## config.mk

```make
export PLATFORM = sky130hd
export DESIGN_NAME = exec_ctrl_mem_core
export DESIGN_NICKNAME = d
export VERILOG_FILES = /design/src/rtl/exec_ctrl_mem_core.sv
export SDC_FILE = /design/constraint.sdc
export NUM_CORES = 2
export LEC_CHECK = 0
export CORE_ASPECT_RATIO = 1.2
export CORE_MARGIN = 8
export CORE_UTILIZATION = 35
export DETAILED_ROUTE_END_ITERATION = 10
export GPL_TIMING_DRIVEN = 0
export PLACE_DENSITY = 0.57
export SLEW_MARGIN = 30
export SYNTH_ARGS = -nofsm -noshare
export SYNTH_HDL_FRONTEND = slang
export SYNTH_SLANG_ARGS = --single-unit
```

## constraint.sdc

```tcl
create_clock -name clk -period 12.2 [get_ports clk]
set_clock_uncertainty 0.1 [all_clocks]
set_input_delay 2.44 -clock clk [delete_from_list [all_inputs] [get_ports clk]]
set_output_delay 2.44 -clock clk [all_outputs]
set_load 0.02 [all_outputs]
```

## src/rtl/exec_ctrl_mem_core.sv

```systemverilog
// Decode, ALU and word-indexed data memory slice of a single-cycle MIPS-subset CPU.
// Optional macro ALU_OVF_TRAP_EN: signed overflow on add/sub/addi raises ovf and suppresses wreg.
module exec_ctrl_mem_core #(
    parameter int MEM_AW = 5
) (
    input  logic        clk,
    input  logic        rst,
    input  logic [31:0] instr,
    input  logic [31:0] rs_val,
    input  logic [31:0] rt_val,
    output logic        wreg,
    output logic [4:0]  dest_reg,
    output logic [31:0] wb_data,
    output logic        m2reg,
    output logic        wmem,
    output logic [3:0]  aluc,
    output logic [31:0] alu_result,
    output logic        zero,
    output logic        branch,
    output logic        jump,
    output logic [27:0] jump_addr,
    output logic [31:0] ext_imm,
    output logic [31:0] mem_rdata,
    output logic        ovf
);

    typedef enum logic [3:0] {
        ALU_ADD = 4'd0,
        ALU_SUB = 4'd1,
        ALU_AND = 4'd2,
        ALU_OR  = 4'd3,
        ALU_XOR = 4'd4,
        ALU_LUI = 4'd5,
        ALU_SLT = 4'd6,
        ALU_SLL = 4'd7,
        ALU_SRL = 4'd8,
        ALU_SRA = 4'd9
    } aluc_e;

    localparam logic [5:0] OP_RTYPE = 6'h00;
    localparam logic [5:0] OP_J     = 6'h02;
    localparam logic [5:0] OP_BEQ   = 6'h04;
    localparam logic [5:0] OP_BNE   = 6'h05;
    localparam logic [5:0] OP_ADDI  = 6'h08;
    localparam logic [5:0] OP_SLTI  = 6'h0A;
    localparam logic [5:0] OP_ANDI  = 6'h0C;
    localparam logic [5:0] OP_ORI   = 6'h0D;
    localparam logic [5:0] OP_XORI  = 6'h0E;
    localparam logic [5:0] OP_LUI   = 6'h0F;
    localparam logic [5:0] OP_LW    = 6'h23;
    localparam logic [5:0] OP_SW    = 6'h2B;

    localparam logic [5:0] FN_SLL = 6'h00;
    localparam logic [5:0] FN_SRL = 6'h02;
    localparam logic [5:0] FN_SRA = 6'h03;
    localparam logic [5:0] FN_ADD = 6'h20;
    localparam logic [5:0] FN_SUB = 6'h22;
    localparam logic [5:0] FN_AND = 6'h24;
    localparam logic [5:0] FN_OR  = 6'h25;
    localparam logic [5:0] FN_XOR = 6'h26;
    localparam logic [5:0] FN_SLT = 6'h2A;

    logic [5:0]  opField;
    logic [5:0]  functField;
    logic [4:0]  rtField;
    logic [4:0]  rdField;
    logic [4:0]  saField;
    logic [15:0] immField;

    assign opField    = instr[31:26];
    assign rtField    = instr[20:16];
    assign rdField    = instr[15:11];
    assign saField    = instr[10:6];
    assign functField = instr[5:0];
    assign immField   = instr[15:0];

    aluc_e       aluSel;
    logic        regWrite;
    logic        useImm;
    logic        useShamt;
    logic        signExt;
    logic        isBeq;
    logic        isBne;
    logic        ovfEligible;
    logic [31:0] aluA;
    logic [31:0] aluB;
    logic [31:0] aluY;
    logic        rawOvf;

    logic [MEM_AW-1:0] memAddr;
    logic [31:0]       mem_q [2**MEM_AW];

    // Anything not matched below stays at the safe defaults: no writes, no branch/jump, ADD.
    always_comb begin
        aluSel      = ALU_ADD;
        regWrite    = 1'b0;
        m2reg       = 1'b0;
        wmem        = 1'b0;
        jump        = 1'b0;
        useImm      = 1'b0;
        useShamt    = 1'b0;
        signExt     = 1'b1;
        isBeq       = 1'b0;
        isBne       = 1'b0;
        ovfEligible = 1'b0;
        case (opField)
            OP_RTYPE: begin
                case (functField)
                    FN_ADD: begin
                        regWrite    = 1'b1;
                        ovfEligible = 1'b1;
                    end
                    FN_SUB: begin
                        aluSel      = ALU_SUB;
                        regWrite    = 1'b1;
                        ovfEligible = 1'b1;
                    end
                    FN_AND: begin
                        aluSel   = ALU_AND;
                        regWrite = 1'b1;
                    end
                    FN_OR: begin
                        aluSel   = ALU_OR;
                        regWrite = 1'b1;
                    end
                    FN_XOR: begin
                        aluSel   = ALU_XOR;
                        regWrite = 1'b1;
                    end
                    FN_SLT: begin
                        aluSel   = ALU_SLT;
                        regWrite = 1'b1;
                    end
                    FN_SLL: begin
                        aluSel   = ALU_SLL;
                        useShamt = 1'b1;
                        regWrite = 1'b1;
                    end
                    FN_SRL: begin
                        aluSel   = ALU_SRL;
                        useShamt = 1'b1;
                        regWrite = 1'b1;
                    end
                    FN_SRA: begin
                        aluSel   = ALU_SRA;
                        useShamt = 1'b1;
                        regWrite = 1'b1;
                    end
                    default: begin
                        aluSel = ALU_ADD;
                    end
                endcase
            end
            OP_ADDI: begin
                regWrite    = 1'b1;
                useImm      = 1'b1;
                ovfEligible = 1'b1;
            end
            OP_SLTI: begin
                aluSel   = ALU_SLT;
                regWrite = 1'b1;
                useImm   = 1'b1;
            end
            OP_ANDI: begin
                aluSel   = ALU_AND;
                regWrite = 1'b1;
                useImm   = 1'b1;
                signExt  = 1'b0;
            end
            OP_ORI: begin
                aluSel   = ALU_OR;
                regWrite = 1'b1;
                useImm   = 1'b1;
                signExt  = 1'b0;
            end
            OP_XORI: begin
                aluSel   = ALU_XOR;
                regWrite = 1'b1;
                useImm   = 1'b1;
                signExt  = 1'b0;
            end
            OP_LUI: begin
                aluSel   = ALU_LUI;
                regWrite = 1'b1;
                useImm   = 1'b1;
                signExt  = 1'b0;
            end
            OP_LW: begin
                regWrite = 1'b1;
                m2reg    = 1'b1;
                useImm   = 1'b1;
            end
            OP_SW: begin
                wmem   = 1'b1;
                useImm = 1'b1;
            end
            OP_BEQ: begin
                aluSel = ALU_SUB;
                isBeq  = 1'b1;
            end
            OP_BNE: begin
                aluSel = ALU_SUB;
                isBne  = 1'b1;
            end
            OP_J: begin
                jump = 1'b1;
            end
            default: begin
                aluSel = ALU_ADD;
            end
        endcase
    end

    assign ext_imm = signExt ? {{16{immField[15]}}, immField} : {16'h0000, immField};
    assign aluA    = useShamt ? {27'd0, saField} : rs_val;
    assign aluB    = useImm ? ext_imm : rt_val;
    assign aluc    = aluSel;

    // Shifts always move operand B by A[4:0]; for R-type shifts A carries the sa field.
    always_comb begin
        aluY = 32'h0000_0000;
        case (aluSel)
            ALU_ADD: aluY = aluA + aluB;
            ALU_SUB: aluY = aluA - aluB;
            ALU_AND: aluY = aluA & aluB;
            ALU_OR:  aluY = aluA | aluB;
            ALU_XOR: aluY = aluA ^ aluB;
            ALU_LUI: aluY = {aluB[15:0], 16'h0000};
            ALU_SLT: aluY = {31'd0, ($signed(aluA) < $signed(aluB))};
            ALU_SLL: aluY = aluB << aluA[4:0];
            ALU_SRL: aluY = aluB >> aluA[4:0];
            ALU_SRA: aluY = $unsigned($signed(aluB) >>> aluA[4:0]);
            default: aluY = 32'h0000_0000;
        endcase
    end

    assign alu_result = aluY;
    assign zero       = (aluY == 32'h0000_0000);
    assign branch     = (isBeq & zero) | (isBne & ~zero);
    assign dest_reg   = (opField == OP_RTYPE) ? rdField : rtField;
    assign jump_addr  = {instr[25:0], 2'b00};

    assign rawOvf = (aluSel == ALU_SUB)
                  ? ((aluA[31] != aluB[31]) && (aluY[31] != aluA[31]))
                  : ((aluA[31] == aluB[31]) && (aluY[31] != aluA[31]));

`ifdef ALU_OVF_TRAP_EN
    assign ovf = ovfEligible & rawOvf;
`else
    logic unusedOvfSink;
    assign unusedOvfSink = ovfEligible ^ rawOvf;
    assign ovf           = 1'b0;
`endif

    assign wreg = regWrite & ~ovf;

    assign memAddr   = aluY[MEM_AW-1:0];
    assign mem_rdata = mem_q[memAddr];
    assign wb_data   = m2reg ? mem_rdata : aluY;

    // Reset wipes the whole array and takes priority over a store in the same cycle.
    always_ff @(posedge clk) begin
        if (rst) begin
            for (int i = 0; i < 2**MEM_AW; i++) begin
                mem_q[i] <= 32'h0000_0000;
            end
        end else if (wmem) begin
            mem_q[memAddr] <= rt_val;
        end
    end

endmodule

```

==> impl_metrics.json <==
{
  "ys.flop_type": "edfxtp_1",
  "area_growth_pct": 24.9,
  "design.final.nets": 6315,
  "die_h_um": 469,
  "net-switching-power_mw": 4.75,
  "die_w_um": 393,
  "first_pass_iters": 9,
  "rsz0062_at_grt": "yes",
  "cts-root-buf": "clkbuf_16",
  "clk_path_buf_depth": 3,
  "ys_types": 106,
  "io_pins": 270,
  "drt_iter0_drc": 7437,
  "largest_register_ffs": 1024,
  "post_synth_main_area_contributors": "edfxtp_1 51%, and2_1 10%, mux2i_1 7.7%",
  "yosysSeqAreaShare_pct": 51.5,
  "critPathKind": "input port to output port",
  "grt_max_degree": 33,
  "vias": 55467,
  "cp_max_fo": 8,
  "p_seq_share_pct": 34.5,
  "netlist_instances": 5572,
  "first_global_vias": 52339,
  "met2_wirelength_um": 187000,
  "p_leak_nw": 27.7,
  "max_freq_ghz": 0.0784,
  "place_ws_ns": -6.38,
  "cts_tree": "yes",
  "reg.largest.list": "mem_q (1024)",
  "ir_drop_mv": 0.162,
  "routedWlPerCell_um": 49.5,
  "whs_path_depth": 2,
  "cts.reportedPaths.clkPinSlew_ns": 0.06,
  "core_area_um2": 170000,
  "cp-start-kind": "input port",
  "die-area_um2": 184000,
  "synth_warnings": 0,
  "layout_common_cells": "1,024 x edfxtp_1, 1,002 x and2_1, 367 x mux2i_1",
  "max_slew_margin_pct": -0.768,
  "p_comb_share_pct": 38.9,
  "postSynthRegisterBits": 1024,
  "hold_buffers": 0,
  "clkPwrFrac_pct": 26.5,
  "core.rowCount": 166,
  "clock-sinks": 1024,
  "layout_commonest_cell": "edfxtp_1",
  "drc": 0,
  "arrival_ns": 10.21,
  "worstPathRequired_ns": 9.66,
  "synthArstFlopShare_pct": 0,
  "hold_viol": 0,
  "numPortBuffers": 258,
  "drt_wl_total_um": 422000,
  "synth_top_area_share_pct": 51.5,
  "wl_met1_um": 134000,
  "power_density_nw_per_um2": 159,
  "placedCellCount": 8154,
  "routabilityCongestion": 1.09,
  "grt_usage_pct": 44.4,
  "drtAntennaViolNets": 0,
  "regMostFlops": "mem_q",
  "setup_violations": 66,
  "vias_per_cell": 6.50,
  "antenna_found_initial": 61,
  "endpoint_kind": "output port",
  "outcome": "complete, but fails checks",
  "yosysTopAreaCell": "edfxtp_1",
  "top_layer": "met5",
  "fin_crit_sh_pct": 105,
  "synth_edf_count": 1024,
  "synth.avg_cell_area_um2": 10.7,
  "dpl.hpwl_um": 318000,
  "drive_gt1_share_pct": 18.6,
  "cap_viol_max_count": 1,
  "worst_pin_slew_ns": 1.51,
  "violations": "max-capacitance violations, max-slew violations, negative setup slack",
  "grt_pass1_wl_um": 534000,
  "htreeDepth": 3,
  "slew_violations": 7,
  "cts_buffers": 95,
  "final-instance-count-excl-fill": 8527,
  "layout_min_cycle_time_ns": 12.75,
  "dr_wl_met3_um": 37500,
  "p_sw_share_pct": 40.0,
  "start_util_pct": 35.1,
  "power.internal_mw": 7.12,
  "fillerInstances": 16112,
  "layout_setup_ws_ns": -0.551,
  "hold_class": "input port to register",
  "netlist_area_um2": 59700,
  "overflow": 0
}
[routing by layer]
metal / track usage (%) / vias up
li1: - / 21682
met5: 0.342 / -
met2: 69.4 / 4366
met4: 51.6 / 4
met3: 11.8 / 1596
met1: 44.8 / 27819
[through the flow]
| step | TNS (ns) | hold slack [ns] | instance area, um2 | util (%) | total power [mW] |
|---|---|---|---|---|---|
| 5_1_grt | -6.13 | 2.26 | 74500 | 43.8 | 11.9 |
| 6_report | -27.69 | 2.30 | 74600 | 43.9 | 11.9 |
| 2_1_floorplan | 0 | 2.54 | 59800 | - | 5.66 |
| 4_1_cts | 0 | 2.26 | 73800 | 43.4 | 11.5 |
| 3_5_place_dp | -4076.38 | 3.02 | 66400 | 39.0 | 7.94 |
| 3_3_place_gp | -6954.58 | 3.45 | 65200 | 38.3 | 7.84 |
[kinds of logic (layout without fill, tap and decap cells)]
family	after synthesis	after routing	synth area share, %
other	1	66	0.00628
DFF	1024	1024	51.5
adders and majority gates	98	98	2.08
buffers and inverters	684	1305	5.34
and+or+nand+nor	2160	2161	19.8
xor gates and xnor gates	16	16	0.235
muxes	503	503	8.67
AOI/OAI and AO/OA	1086	1086	12.5
[cells in the mapped netlist (all sizes together) (78+ instances only)]
library cell     n
and2          1004
o21ai          169
clkbuf         341
nand4           78
nor2           244
a21oi          190
inv            133
edfxtp        1024
o22ai          203
nand3          136
mux2i          461
nand2          379
buf            207
ha              96
o211ai          96
nor3           122
[critical path: stages]
cell	delay, ns
clkdlybuf4s50_1	1.45
o21ai_0	0.75
nand2_1	0.60
inv_1	0.13
ha_1	0.30
clkbuf_1	0.28
nor3_1	0.41
a2111oi_2	0.13
o211ai_1	0.78
and4_4	0.50
buf_4	0.15
nor3_4	0.04
buf_4	0.17
nand3_4	0.10
buf_8	0.15
clkbuf_16	0.19
buf_6	0.20
o22ai_2	0.10
nor4_4	0.31
nand4_1	0.15
buf_4	0.23
mux2_2	0.29
clkdlybuf4s15_1	0.30
[timing repair]
action,in CTS,in global routing
pin swaps,83,32
buffers inserted,124,26
gates resized for setup,859,166
endpoints found under the setup margin,2134,67
cloned,3,1
hold endpoints to repair,0,0
[path summary, 6_finish.rpt]
kind                       start                         end  slack [ns]
worst min-delay path  rt_val[12]  mem_q[6][12]$_SDFFCE_PN0P_        2.30
worst max-delay path  rt_val[20]                 wb_data[12]       -0.55
[area by class of cell]
cell class	instances	area, um2	area share [%]
antenna	63	158	0.211
buffer	528	3910	5.24
clock buffer	110	2480	3.32
clock inverter	64	654	0.877
inverter	136	538	0.721
multi-input combinational	3867	28700	38.4
sequential	1024	30700	41.2
tap	2268	2840	3.80
timing repair buffer	467	4630	6.21
[power groups by stage]
stage / registers (mW) / clock network [mW] / logic, mW
detailed placement: 4.16 / 0 / 3.78
floorplan: 4.14 / 0 / 1.52
global route: 4.11 / 3.23 / 4.53
CTS: 4.10 / 3.11 / 4.29
global placement: 4.16 / 0 / 3.68
finish: 4.10 / 3.15 / 4.62
(Power assumes the default switching activity.)
